===== src/rtl/dmem_lsu.sv =====
// dmem_lsu: load/store initiator between the core memory stage and the
// data-memory port. Accepts one request at a time, drives the port from
// latched request fields while in ACCESS, and returns a registered response
// carrying load data or an error code.
//
// Handshake rule for both core-side channels: a transfer happens on a rising
// clock edge where valid and ready are both 1. A producer that raises valid
// holds its payload stable until that edge; ready may change freely. The LSU
// raises req_ready only in IDLE and resp_valid only in RESP, and it holds
// resp_rdata/resp_err constant while resp_valid is high.
module dmem_lsu #(
  parameter int TIMEOUT = 15
) (
  input  logic        clk,
  input  logic        reset,
  // core request channel
  input  logic        req_valid,
  output logic        req_ready,
  input  logic        req_we,
  input  logic [2:0]  req_funct3,
  input  logic [31:0] req_addr,
  input  logic [31:0] req_wdata,
  // core response channel
  output logic        resp_valid,
  input  logic        resp_ready,
  output logic [31:0] resp_rdata,
  output logic [1:0]  resp_err,
  // data-memory port
  output logic        valid,
  output logic [31:0] addr,
  output logic [31:0] writeData,
  output logic        memRead,
  output logic        memWrite,
  output logic [1:0]  maskMode,
  output logic        sext,
  input  logic [31:0] readData,
  input  logic        good,
  // FSM state for observation: 0 IDLE, 1 ACCESS, 2 RESP
  output logic [1:0]  dbg_state
);

  typedef enum logic [1:0] {
    S_IDLE   = 2'd0,
    S_ACCESS = 2'd1,
    S_RESP   = 2'd2
  } state_t;

  localparam logic [1:0] ERR_OK       = 2'b00;
  localparam logic [1:0] ERR_MISALIGN = 2'b01;
  localparam logic [1:0] ERR_ILLEGAL  = 2'b10;
  localparam logic [1:0] ERR_TIMEOUT  = 2'b11;

  localparam logic [7:0] TMO = 8'(TIMEOUT);

  state_t      state_q, state_d;
  logic        we_q;
  logic [2:0]  funct3_q;
  logic [31:0] addr_q;
  logic [31:0] wdata_q;
  logic [7:0]  cnt_q;
  logic [7:0]  cnt_next;
  logic [31:0] rdata_q;
  logic [1:0]  err_q;

  logic        dec_illegal;
  logic        dec_misaligned;
  logic        accept;
  logic        timed_out;

  assign accept    = (state_q == S_IDLE) && req_valid;
  assign cnt_next  = cnt_q + 8'd1;
  // The access that completes this cycle is the TIMEOUT-th one.
  assign timed_out = (cnt_next >= TMO);

  // Decode the incoming request; illegal funct3 outranks misalignment.
  always_comb begin
    dec_illegal    = 1'b0;
    dec_misaligned = 1'b0;
    if (req_we) begin
      dec_illegal = (req_funct3 > 3'd2);
    end else begin
      dec_illegal = (req_funct3 == 3'd3) || (req_funct3 == 3'd6) ||
                    (req_funct3 == 3'd7);
    end
    dec_misaligned = ((req_funct3[1:0] == 2'b01) && req_addr[0]) ||
                     ((req_funct3[1:0] == 2'b10) && (req_addr[1:0] != 2'b00));
  end

  // State register.
  always_ff @(posedge clk) begin
    if (reset) begin
      state_q <= S_IDLE;
    end else begin
      state_q <= state_d;
    end
  end

  // Next-state logic; good beats a coincident timeout.
  always_comb begin
    state_d = state_q;
    case (state_q)
      S_IDLE: begin
        if (req_valid) begin
          if (dec_illegal || dec_misaligned) begin
            state_d = S_RESP;
          end else begin
            state_d = S_ACCESS;
          end
        end
      end
      S_ACCESS: begin
        if (good || timed_out) begin
          state_d = S_RESP;
        end
      end
      S_RESP: begin
        if (resp_ready) begin
          state_d = S_IDLE;
        end
      end
      default: state_d = S_IDLE;
    endcase
  end

  // Latch the request fields at acceptance; they feed the port in ACCESS.
  always_ff @(posedge clk) begin
    if (reset) begin
      we_q     <= 1'b0;
      funct3_q <= 3'd0;
      addr_q   <= 32'd0;
      wdata_q  <= 32'd0;
    end else if (accept) begin
      we_q     <= req_we;
      funct3_q <= req_funct3;
      addr_q   <= req_addr;
      wdata_q  <= req_wdata;
    end
  end

  // Access-cycle counter: cleared on entry to ACCESS, counts while there.
  always_ff @(posedge clk) begin
    if (reset) begin
      cnt_q <= 8'd0;
    end else if (accept) begin
      cnt_q <= 8'd0;
    end else if (state_q == S_ACCESS) begin
      cnt_q <= cnt_next;
    end
  end

  // Response registers: written once per request, then held through RESP.
  always_ff @(posedge clk) begin
    if (reset) begin
      rdata_q <= 32'd0;
      err_q   <= ERR_OK;
    end else if (accept) begin
      if (dec_illegal) begin
        rdata_q <= 32'd0;
        err_q   <= ERR_ILLEGAL;
      end else if (dec_misaligned) begin
        rdata_q <= 32'd0;
        err_q   <= ERR_MISALIGN;
      end
    end else if (state_q == S_ACCESS) begin
      if (good) begin
        rdata_q <= we_q ? 32'd0 : readData;
        err_q   <= ERR_OK;
      end else if (timed_out) begin
        rdata_q <= 32'd0;
        err_q   <= ERR_TIMEOUT;
      end
    end
  end

  // Outputs: the port is live only in ACCESS, so a store commits once.
  always_comb begin
    req_ready  = (state_q == S_IDLE);
    resp_valid = (state_q == S_RESP);
    resp_rdata = rdata_q;
    resp_err   = err_q;
    valid      = 1'b0;
    addr       = 32'd0;
    writeData  = 32'd0;
    memRead    = 1'b0;
    memWrite   = 1'b0;
    maskMode   = 2'b00;
    sext       = 1'b0;
    dbg_state  = state_q;
    if (state_q == S_ACCESS) begin
      valid     = 1'b1;
      addr      = addr_q;
      writeData = wdata_q;
      memRead   = ~we_q;
      memWrite  = we_q;
      maskMode  = funct3_q[1:0];
      sext      = ~we_q & ~funct3_q[2];
    end
  end

endmodule


===== config.mk =====
export PLATFORM = sky130hd
export DESIGN_NAME = dmem_lsu
export DESIGN_NICKNAME = d
export VERILOG_FILES = /design/src/rtl/dmem_lsu.sv
export SDC_FILE = /design/constraint.sdc
export NUM_CORES = 1
export LEC_CHECK = 0
export CAP_MARGIN = 10
export CORE_UTILIZATION = 43
export CTS_BUF_LIST = sky130_fd_sc_hd__clkbuf_8
export DETAILED_ROUTE_END_ITERATION = 10
export PLACE_DENSITY = 0.94
export RECOVER_POWER = 100
export SLEW_MARGIN = 20
export SYNTH_ARGS = -nofsm -noshare
export SYNTH_HDL_FRONTEND = slang
export SYNTH_SLANG_ARGS = --single-unit

===== constraint.sdc =====
create_clock -name clk -period 2.3 [get_ports clk]
set_clock_uncertainty 0.15 [all_clocks]
set_input_delay 0.69 -clock clk [delete_from_list [all_inputs] [get_ports clk]]
set_output_delay 0.69 -clock clk [all_outputs]
set_load 0.02 [all_outputs]

# Word level (Yosys, flattened, before mapping)
# Cells that the tools add are included.
# Widths: inputs -> output; s select.
# word_totals
regBits	112
out_inout_bits	108
wordCells	66
# classes
addsub	1
n_lt_le_gt_ge	2
n_eq_ne	11
muxes	26
bitwise_logic	3
reduce_logical	15
# ops
op	count
$mux 32	9
$mux 2	11
$add 8x1->8 const B	1
$ge 8x4->1 const B	1
$eq 3x3->1 const B	2
$pmux 2 s3	1
$reduce_and 3->1	2
$logic_or 1x1->1	5
$mux 1	5
$eq 2x1->1 const B	2
$eq 2x2->1 const B	2
$ne 2x2->1 const B	2
$reduce_bool 2->1	2
$eq 3x2->1 const B	1
$gt 3x2->1 const B	1
$logic_and 1x1->1	3
$ne 3x3->1 const B	1
$reduce_bool 3->1	1
$logic_not 2->1	1
$ne 2x1->1 const B	1
$not 1->1	2
$reduce_or 2->1	1
$and 1x1->1	1

# Depth between registers and ports, before layout
# Gate-level depths: netlist (run 1).
# logic_depth
ltp_word	8
ltp_mapped	7

# Worst setup path before layout (run 1)
# No wires, ideal clock.
# synth_timing
path_kind	reg-to-output
start	reg state_q[0] (netlist: dbg_state[0])
end	out addr[0]
t_arrival_ns	1.571
setup_slack_ns	-0.111
path_stages_with_launch	6
cell_sequence	dfxtp_1 > nand2b_1 > inv_1 > clkbuf_1 > clkbuf_1 > and2_1
# synth_via
elab_chain_cells	2
# synth_lines
item	line	rtl
start, declared	55	state_t state_q, state_d;
start signal, assigned	94	state_q <= state_d;
$eq 2x1->1	189	if (state_q == S_ACCESS) begin
$mux 32	189	
end, declared	30	output logic [31:0] addr,
# Every way passes these cells.

# Final worst setup path (run 1)
# layout_timing
start	reg state_q[1] (netlist: dbg_state[1])
end	out writeData[5]
# layout_via
elab_chain_cells	2
# layout_lines
item	line	rtl
$eq 2x1->1	189	
$mux 32	189	
end, declared	31	output logic [31:0] writeData,
# Every way passes these cells.

==> results of run 1 <==
## layer usage
metal	part of all wire, %	routed length (µm)	up-vias	track usage [%]
met5	0	0	-	0
met4	2.6	374	0	10.32
met3	5.0	717	31	4.905
met2	53	7630	149	46.94
met1	40	5755	2258	30.31
li1	-	-	2354	-
## worst reg2reg max path, cell delays in order (launching register included)
cell and delay [ns]:
dfxtp_1 0.43, ha_1 0.26, and3_1 0.26, nor4_1 0.07, a41o_2 0.27, a41oi_2 0.29, buf_12 0.21, o21ai_1 0.11
## path summary, 6_finish.rpt
path / start / end / slack [ns] / cells after the start
worst max register to register: cnt_q[1] / resp_rdata[15] / 0.16 / 7
worst min-delay path: wdata_q[8] / wdata_q[8] / 0.31 / 2
worst max-delay path: dbg_state[1] / writeData[5] / -0.07 / 7
worst min register to register: wdata_q[8] / wdata_q[8] / 0.31 / 2
## what timing repair did
item | CTS | global route
hold buffers | 0 | 0
cloned | 4 | 0
setup endpoints to repair | 107 | 52
resized for setup | 386 | 25
setup buffers | 8 | 0
pin swaps | 10 | 7
## area by class of cell
cell class	instances	area, µm²	area share (%)
Tap cell	136	170.2	2.325
Sequential cell	112	2245	30.67
Antenna cell	1	2.502	0.03419
Clock buffer	10	137.6	1.880
Inverter	3	18.77	0.2564
Timing Repair Buffer	246	2347	32.07
Multi-Input combinational cell	440	2326	31.78
Clock inverter	6	72.57	0.9915
## registers in the layout, summed over array words and instances (netlist names)
name / cells
resp_rdata: 32
addr_q: 32
resp_err: 2
wdata_q: 32
we_q: 1
cnt_q: 8
dbg_state: 2
funct3_q: 3
## per-stage QoR
stage	worst slack [ns]	cell area [µm²]	TNS [ns]	power, mW	utilization [%]
after global routing	-0.1258	7317	-1.624	4.276	70.25
after floorplan	0.01116	4672	0	2.464	-
final	-0.07054	7320	-0.2072	4.081	70.27
after detailed placement	-0.4987	7054	-20.11	2.857	67.72
after CTS	-0.1082	7433	-0.9302	4.137	71.36
after global placement	-0.3670	7054	-15.61	2.838	67.72
## power by group
group          total, mW  switching [mW]  internal, mW
logic              0.747           0.364         0.383
registers           2.09          0.0510          2.04
clock network       1.24           0.692         0.548
total               4.08            1.11          2.97
## layout by cell type (no fill, tap or decap), types with 4 or more instances in the layout
master and instances:
o21ai_1 30, clkbuf_8 10, xor2_1 6, and2_1 35, nand2b_1 33, and2_0 7, nand4_1 4, dfxtp_1 110
and2_4 28, nor2_1 8, buf_12 7, clkdlybuf4s50_1 129, buf_4 36, buf_2 19, nand2_1 178, dlygate4sd3_1 7
a21oi_1 73, clkbuf_2 12, o21ai_0 4, buf_6 26
## logic make-up (layout without fill, tap and decap cells)
family	count (synthesis)	count (layout)	synth area share [%]
muxes	1	1	0.2144
xor gates and xnor gates	7	7	1.313
and+or+nand+nor	312	312	31.94
DFF	112	112	48.02
adders and majority gates	2	2	0.5358
other	0	1	0
buffers and inverters	45	265	3.992
AOI/OAI and AO/OA	118	118	13.99
==> reports/metrics.csv, run 1 <==
stage,metric,value,unit
sta,slew_headroom,73.81,%
clock_tree,clkLatencyLatePin,0.36,ns
critical_path,path_max_fanout,5,
floorplanning,dieArea,0.01128,mm²
placed_design,portBuffers,212,
global_route,grt_pass1_vias,4773,
clock_tree,cts_tree,done,
hold_path,hp-class,flip-flop to flip-flop,
status,status,"complete, but fails checks",
yosys,synth_async_sr_flop_share,0,%
floorplanning,ios,213,
sta,fin_crit,2.371,ns
clock_tree,numCtsBuffers,9,
yosys,yosys-top-cells-area,"dfxtp_1, nand2_1, and2_1, a21oi_1, nand2b_1",
clock_tree,h-tree-depth,3,
sta,max_freq,421.8,MHz
placed_design,gp_congestion,0.8266,
floorplanning,start_util,44.83,%
critical_path,cp-end-kind,primary output,
yosys,ys_seq_area_share,48.02,%
clock_tree,cts_root_buf,clkbuf_8,
yosys,yosys-top-cells-count,"nand2_1, dfxtp_1, a21oi_1",
sta,setup_violations,4,
global_route,gr-usage-all-layers,26.09,%
yosys,synth_most_common_cell,nand2_1,
routing,final_antenna_net_count,0,
critical_path,max_stage_delay,0.34,ns
status,violations,negative setup slack,
placed_design,dp_hpwl,9795,µm
run,maxCapViolCount,0,
cells_and_area,final_cells,954,
sta,fin_crit_sh,103.1,%
yosys,yosys_warnings,0,
floorplanning,die_w,106.2,µm
floorplanning,die_h,106.2,µm
yosys,synth_cell_type_count,40,
sta,holdWs,0.3075,ns
power_and_ir_drop,leakagePower,2.992,nW
global_route,grt_max_degree,45,
yosys,syn-cell-area,0.004669,mm²
yosys,syn-num-nets,704,
critical_path,path_class,flip-flop to primary output,
power_and_ir_drop,ir_drop,0.4448,mV
global_route,antenna_found_initial,0,
critical_path,cp.required,1.46,ns
yosys,synth_edf_count,0,
yosys,yosys.area.top_type,dfxtp_1,
routing,routed_wl,14480,µm
yosys,synth_ff_type,dfxtp_1,
sta,finalHoldViolations,0,
floorplanning,core,0.01042,mm²
yosys,ys_seq_elements,112,
critical_path,path_cells,nand2b_4 -> inv_8 -> buf_12 -> buf_16 -> buf_6 -> and2_4 -> buf_6,
yosys,synth_top_area_share,48.02,%
routing,wl_per_cell,15.18,µm
critical_path,critical_path_buf_inv_count,5,
cells_and_area,drive_gt1_share,19.83,%
sta,rsz0062_at_grt,true,
global_route,overflow,0,
routing,via_count,4792,
global_route,grt_pass1_wl,23280,µm
cells_and_area,syn_to_final_growth,56.75,%
clock_tree,cts_sinks,112,
power_and_ir_drop,p_per_area,557.6,mW/mm²
yosys,synth.avg_cell_area,7.822,µm²
critical_path,slowest_stage,dfxtp_2,
routing,first_iter_violations,245,
cells_and_area,fin_nets,919,
critical_path,cp_common_cell,buf_6,
sta,worst_pin_slew,0.3929,ns
critical_path,crit_family,buffers and inverters,
routing,drt-vias-per-instance,5.023,
yosys,synth_cells,597,
placed_design,dp_cells,927,
clock_tree,clockBufferDepth,2,
critical_path,start_kind,flip-flop,
floorplanning,row_count,37,
sta,finalMaxSlewViolations,0,
critical_path,crit_arrival,1.53,ns
cells_and_area,fillers,804,
clock_tree,clk_pin_slew,0.11,ns
routing,dr.pass1.iters,4,
sta,setup_ws,-0.07054,ns
routing,drcViolationCount,0,
Note: power is estimated with default switching activity, not from simulation.
==> run 2: changes to the inputs <==
- ABC_CLOCK_PERIOD_IN_PS: unset -> 2300
- GPL_TIMING_DRIVEN: unset -> 0
==> run 2 against run 1 <==
The run still ends with negative setup slack left. Global-route usage up 1.3 points. Clock-buffer cell count shrank 1. Hold slack about the same. Fmax down 0.27%. Sequential share of layout area decreased by 1.9 points. Sequential power hardly changed. Non-clock buffer count grew 35. Critical path type is now primary input to flip-flop. Largest cell class unchanged.
==> reports/metrics.csv, run 2 (synthesized netlist as in run 1, its figures left out) <==
stage,metric,value,unit
cells_and_area,final_cell_mix,"nand2_1, clkdlybuf4s50_1, dfxtp_1",
critical_path,cp.depth,7,
cells_and_area,fillers,701,
floorplanning,ios,213,
status,status,"complete, but fails checks",
critical_path,path_class,primary input to flip-flop,
sta,finalHoldViolations,0,
clock_tree,cts_root_buf,clkbuf_8,
global_route,grt_max_degree,20,
clock_tree,cts_sinks,112,
clock_tree,cts_tree,done,
routing,final_antenna_net_count,0,
cells_and_area,final_util,75.09,%
floorplanning,start_util,44.83,%
power_and_ir_drop,ir_drop,0.3639,mV
cells_and_area,syn_to_final_growth,67.50,%
routing,dr.pass1.iters,7,
global_route,grt_pass1_vias,4939,
hold_path,min_delay_path_depth,2,
routing,first_iter_violations,381,
routing,drcViolationCount,0,
floorplanning,dieArea,0.01128,mm²
critical_path,path_cells,dlygate4sd3_1 -> a221o_1 -> a31oi_4 -> a41oi_4 -> buf_6 -> buf_6 -> o21ai_1,
critical_path,crit_end,resp_rdata[20],
sta,fin_crit,2.377,ns
critical_path,crit_arrival,2.53,ns
routing,via_count,5187,
floorplanning,row_count,37,
critical_path,path_max_fanout,6,
cells_and_area,fin_nets,954,
placed_design,gp_congestion,0.8401,
global_route,gr-usage-all-layers,27.38,%
clock_tree,clkLatencyLatePin,0.37,ns
cells_and_area,layout_commonest_cell,nand2_1,
clock_tree,clockBufferDepth,2,
critical_path,timing.reg2reg.worst_path_depth,8,
power_and_ir_drop,p_per_area,514.8,mW/mm²
placed_design,dp_hpwl,10380,µm
critical_path,max_stage_delay,0.64,ns
placed_design,portBuffers,211,
floorplanning,core,0.01042,mm²
power_and_ir_drop,leakagePower,3.179,nW
global_route,antenna_found_initial,0,
status,violations,negative setup slack,
sta,setup_violations,69,
critical_path,regToRegSetupSlack,0.10,ns
sta,setup_ws,-0.07696,ns
cells_and_area,diodes,0,
critical_path,slowest_stage,dlygate4sd3_1,
critical_path,cp.required,2.46,ns
critical_path,start_kind,primary input,
global_route,grt_pass1_wl,24340,µm
sta,rsz0062_at_grt,true,
routing,routed_wl,16650,µm
critical_path,r2r_start,cnt_q[0],
critical_path,critical_path_buf_inv_count,3,
sta,finalMaxSlewViolations,0,
routing,drt-vias-per-instance,5.255,
placed_design,dp_slack,-0.8705,ns
global_route,overflow,0,
clock_tree,numCtsBuffers,9,
critical_path,cp-end-kind,flip-flop,
floorplanning,die_w,106.2,µm
critical_path,crit_family,buffers and inverters,
run,maxCapViolCount,0,
critical_path,cp_common_cell,buf_6,
clock_tree,h-tree-depth,3,
floorplanning,die_h,106.2,µm
cells_and_area,drive_gt1_share,24.09,%
critical_path,critical_path.startpoint,req_funct3[1],
sta,fin_crit_sh,103.3,%
sta,worst_pin_slew,0.5441,ns
sta,max_freq,420.7,MHz
clock_tree,clk_pin_slew,0.11,ns
critical_path,timing.rr.end,resp_rdata[20],
clock_tree,cts_hold_buf,0,
routing,wl_per_cell,16.87,µm
sta,slew_headroom,63.73,%
hold_path,hp-class,flip-flop to flip-flop,
## run 2: worst min path at each step
stage                  endpoint  slack (ns)   startpoint
global route          addr_q[0]        0.33    addr_q[0]
floorplan             addr_q[0]        0.28    addr_q[0]
global placement     wdata_q[0]        0.29   wdata_q[0]
CTS                  addr_q[29]        0.30   addr_q[29]
detailed placement   addr_q[29]        0.29   addr_q[29]
finish              wdata_q[11]        0.31  wdata_q[11]
## run 2: final cells by class
class | count | area [µm²] | area share [%]
Timing Repair Buffer | 241 | 2482 | 31.74
Tap cell | 136 | 170.2 | 2.176
Inverter | 3 | 18.77 | 0.2400
Sequential cell | 112 | 2250 | 28.76
Clock buffer | 9 | 123.9 | 1.584
Multi-Input combinational cell | 440 | 2429 | 31.05
Buffer | 40 | 302.8 | 3.871
Clock inverter | 6 | 45.04 | 0.5759
## run 2: repair_timing
item | CTS | global route
cloned | 7 | 3
gates resized for setup | 469 | 83
setup buffers | 9 | 11
endpoints found under the hold margin | 0 | 0
pin swaps | 42 | 19
endpoints found under the setup margin | 115 | 119
## run 2: where the power goes
part	total (mW)	internal, mW	leakage (nW)	switching [mW]
Combinational	0.840	0.434	2.18	0.407
Sequential	2.10	2.04	0.916	0.0609
Clock	1.08	0.396	0.0835	0.687
## run 2: layer usage
layer  part of all wire, %  track usage [%]
met3                   7.0            5.395
met4                   4.6            13.69
met5                     0                0
met1                    38            31.63
met2                    50            47.96
## run 2: stage by stage
stage	total power, mW	instances	instance area, µm²	hold WS (ns)	TNS, ns
floorplan	2.464	597	4672	0.2817	0
global placement	2.805	944	6954	0.2869	-79.75
detailed placement	2.820	944	6954	0.2918	-82.24
CTS	3.948	974	7531	0.3049	-6.333
global route	4.191	987	7821	0.3268	-4.460
finish	4.026	987	7821	0.3073	-2.194
## run 2: worst min-delay path, delay by kind of cell, from the launching register on
family	cells	cell delay, ns
flip-flops	1	0.32
AND/OR/NAND/NOR	1	0.05
AO/OA/AOI/OAI	1	0.05
==> run 3: changes to the inputs <==
- SKIP_LAST_GASP: unset -> 1
==> run 3 against run 2 <==
The run still ends with negative setup slack left. Global-route usage is 0.079 points lower. Clock power hardly changed. Setup slack worse by 0.034 ns. Hold slack worse by 0.0021 ns. Wire length is 2.0% lower. Fmax is 1.4% lower. Sequential cell count stayed put. Final cell count is 0.91% lower.
==> reports/metrics.csv, run 3 (synthesized netlist as in run 1, its figures left out) <==
stage,metric,value,unit
cells_and_area,fillers,738,
floorplanning,core,0.01042,mm²
clock_tree,numCtsBuffers,9,
sta,finalHoldViolations,0,
routing,routed_wl,16310,µm
cells_and_area,final_cells,978,
critical_path,regToRegSetupSlack,-0.04,ns
routing,drcViolationCount,0,
status,violations,negative setup slack,
clock_tree,clockBufferDepth,2,
global_route,gr-usage-all-layers,27.30,%
global_route,grt_pass1_vias,4926,
sta,fin_crit,2.411,ns
floorplanning,row_count,37,
global_route,grt_pass1_wl,24260,µm
power_and_ir_drop,leakagePower,3.101,nW
floorplanning,die_h,106.2,µm
placed_design,dp_slack,-0.8705,ns
cells_and_area,final_cell_mix,"nand2_1, clkdlybuf4s50_1, dfxtp_1",
sta,slew_headroom,62.16,%
run,maxCapViolCount,0,
status,status,"complete, but fails checks",
critical_path,timing.reg2reg.worst_path_depth,8,
critical_path,cp.required,1.46,ns
cells_and_area,fin_nets,945,
routing,first_iter_violations,344,
placed_design,postPlaceCellArea,0.006954,mm²
routing,wl_per_cell,16.68,µm
critical_path,crit_end,addr[5],
cells_and_area,layout_commonest_cell,nand2_1,
floorplanning,ios,213,
clock_tree,cts_sinks,112,
sta,holdWs,0.3053,ns
cells_and_area,drive_gt1_share,20.90,%
hold_path,hp-class,flip-flop to flip-flop,
critical_path,r2r_start,cnt_q[0],
global_route,grt_max_degree,20,
critical_path,critical_path.startpoint,dbg_state[1],
power_and_ir_drop,ir_drop,0.3511,mV
global_route,antenna_found_initial,0,
critical_path,max_stage_delay,0.35,ns
placed_design,gp_congestion,0.8401,
critical_path,path_cells,nand2b_4 -> inv_8 -> clkbuf_16 -> buf_12 -> buf_8 -> and2_4 -> buf_6,
sta,fin_crit_sh,104.8,%
clock_tree,clkLatencyLatePin,0.36,ns
critical_path,crit_arrival,1.57,ns
placed_design,portBuffers,211,
critical_path,path_max_fanout,5,
cells_and_area,diodes,0,
placed_design,dp_hpwl,10380,µm
global_route,overflow,0,
sta,finalMaxSlewViolations,0,
sta,setup_violations,80,
routing,via_count,5073,
floorplanning,die_w,106.2,µm
cells_and_area,final_util,73.26,%
cells_and_area,stdcell_area,0.007631,mm²
floorplanning,dieArea,0.01128,mm²
sta,setup_ws,-0.1110,ns
sta,rsz0062_at_grt,true,
critical_path,start_kind,flip-flop,
sta,worst_pin_slew,0.5675,ns
clock_tree,cts_root_buf,clkbuf_8,
clock_tree,clk_pin_slew,0.11,ns
clock_tree,cts_tree,done,
critical_path,timing.rr.end,resp_rdata[11],
critical_path,slowest_stage,dfxtp_2,
cells_and_area,multi_input_area,0.002384,mm²
critical_path,path_class,flip-flop to primary output,
power_and_ir_drop,p_per_area,522.6,mW/mm²
critical_path,cp-end-kind,primary output,
routing,dr.pass1.iters,5,
placed_design,dp_cells,944,
cells_and_area,seq_area,0.002248,mm²
floorplanning,start_util,44.83,%
clock_tree,h-tree-depth,3,
sta,max_freq,414.8,MHz
routing,drt-vias-per-instance,5.187,
routing,final_antenna_net_count,0,
cells_and_area,syn_to_final_growth,63.42,%
-- run 3: changes by cell type in the layout (fill, tap and decap cells not counted), sizes merged --
cell and change:
dlygate4sd2 +2, dlygate4sd3 -1, buf -14, clkdlybuf4s15 -1, clkdlybuf4s50 +2, clkbuf +3
-- run 3: worst min-delay path by stage --
stage / from / endpoint / slack (ns) / depth (start not counted)
after floorplan: addr_q[0] / addr_q[0] / 0.28 / 2
after global placement: wdata_q[0] / wdata_q[0] / 0.29 / 2
after detailed placement: addr_q[29] / addr_q[29] / 0.29 / 2
after CTS: addr_q[29] / addr_q[29] / 0.30 / 2
after global routing: addr_q[29] / addr_q[29] / 0.32 / 2
final: addr_q[29] / addr_q[29] / 0.31 / 2
-- run 3: critical path: cells and delay by family (launching register included) --
family / cells / cell delay [ns]
and+or+nand+nor: 2 / 0.29
buffers and inverters: 5 / 0.56
DFF: 1 / 0.35
-- run 3: final cells by class --
cell class	count	share of cell area [%]
sequential	112	29.46
inverter	3	0.2459
buffer	40	3.935
tap	136	2.230
clock buffer	9	1.623
timing repair buffer	232	30.68
clock inverter	6	0.5903
multi-input combinational	440	31.23
-- run 3: where the power goes --
group	internal, mW	switching (mW)	total [mW]	leakage, nW
registers	2.04	0.0593	2.10	0.916
logic	0.407	0.396	0.803	2.10
clock network	0.396	0.687	1.08	0.0835
total	2.85	1.14	3.99	3.10
-- run 3: what timing repair did --
action,4_1_cts,5_1_grt
gates cloned,7,1
setup endpoints to repair,115,179
hold buffers,0,0
buffers inserted,9,4
pin swaps,41,4
gates resized for setup,464,34
-- run 3: metal layers --
metal | GRT usage (%) | vias up | wire (µm)
li1 | - | 2410 | -
met4 | 13.99 | 0 | 818
met5 | 0 | - | 0
met3 | 5.518 | 71 | 952
met1 | 31.28 | 2355 | 6430
met2 | 47.87 | 237 | 8110
-- run 3: stage by stage --
stage / power, mW / TNS [ns]
after detailed placement: 2.820 / -82.24
after floorplan: 2.464 / 0
after global routing: 4.150 / -7.384
final: 3.988 / -3.516
after CTS: 3.945 / -6.513
after global placement: 2.805 / -79.75
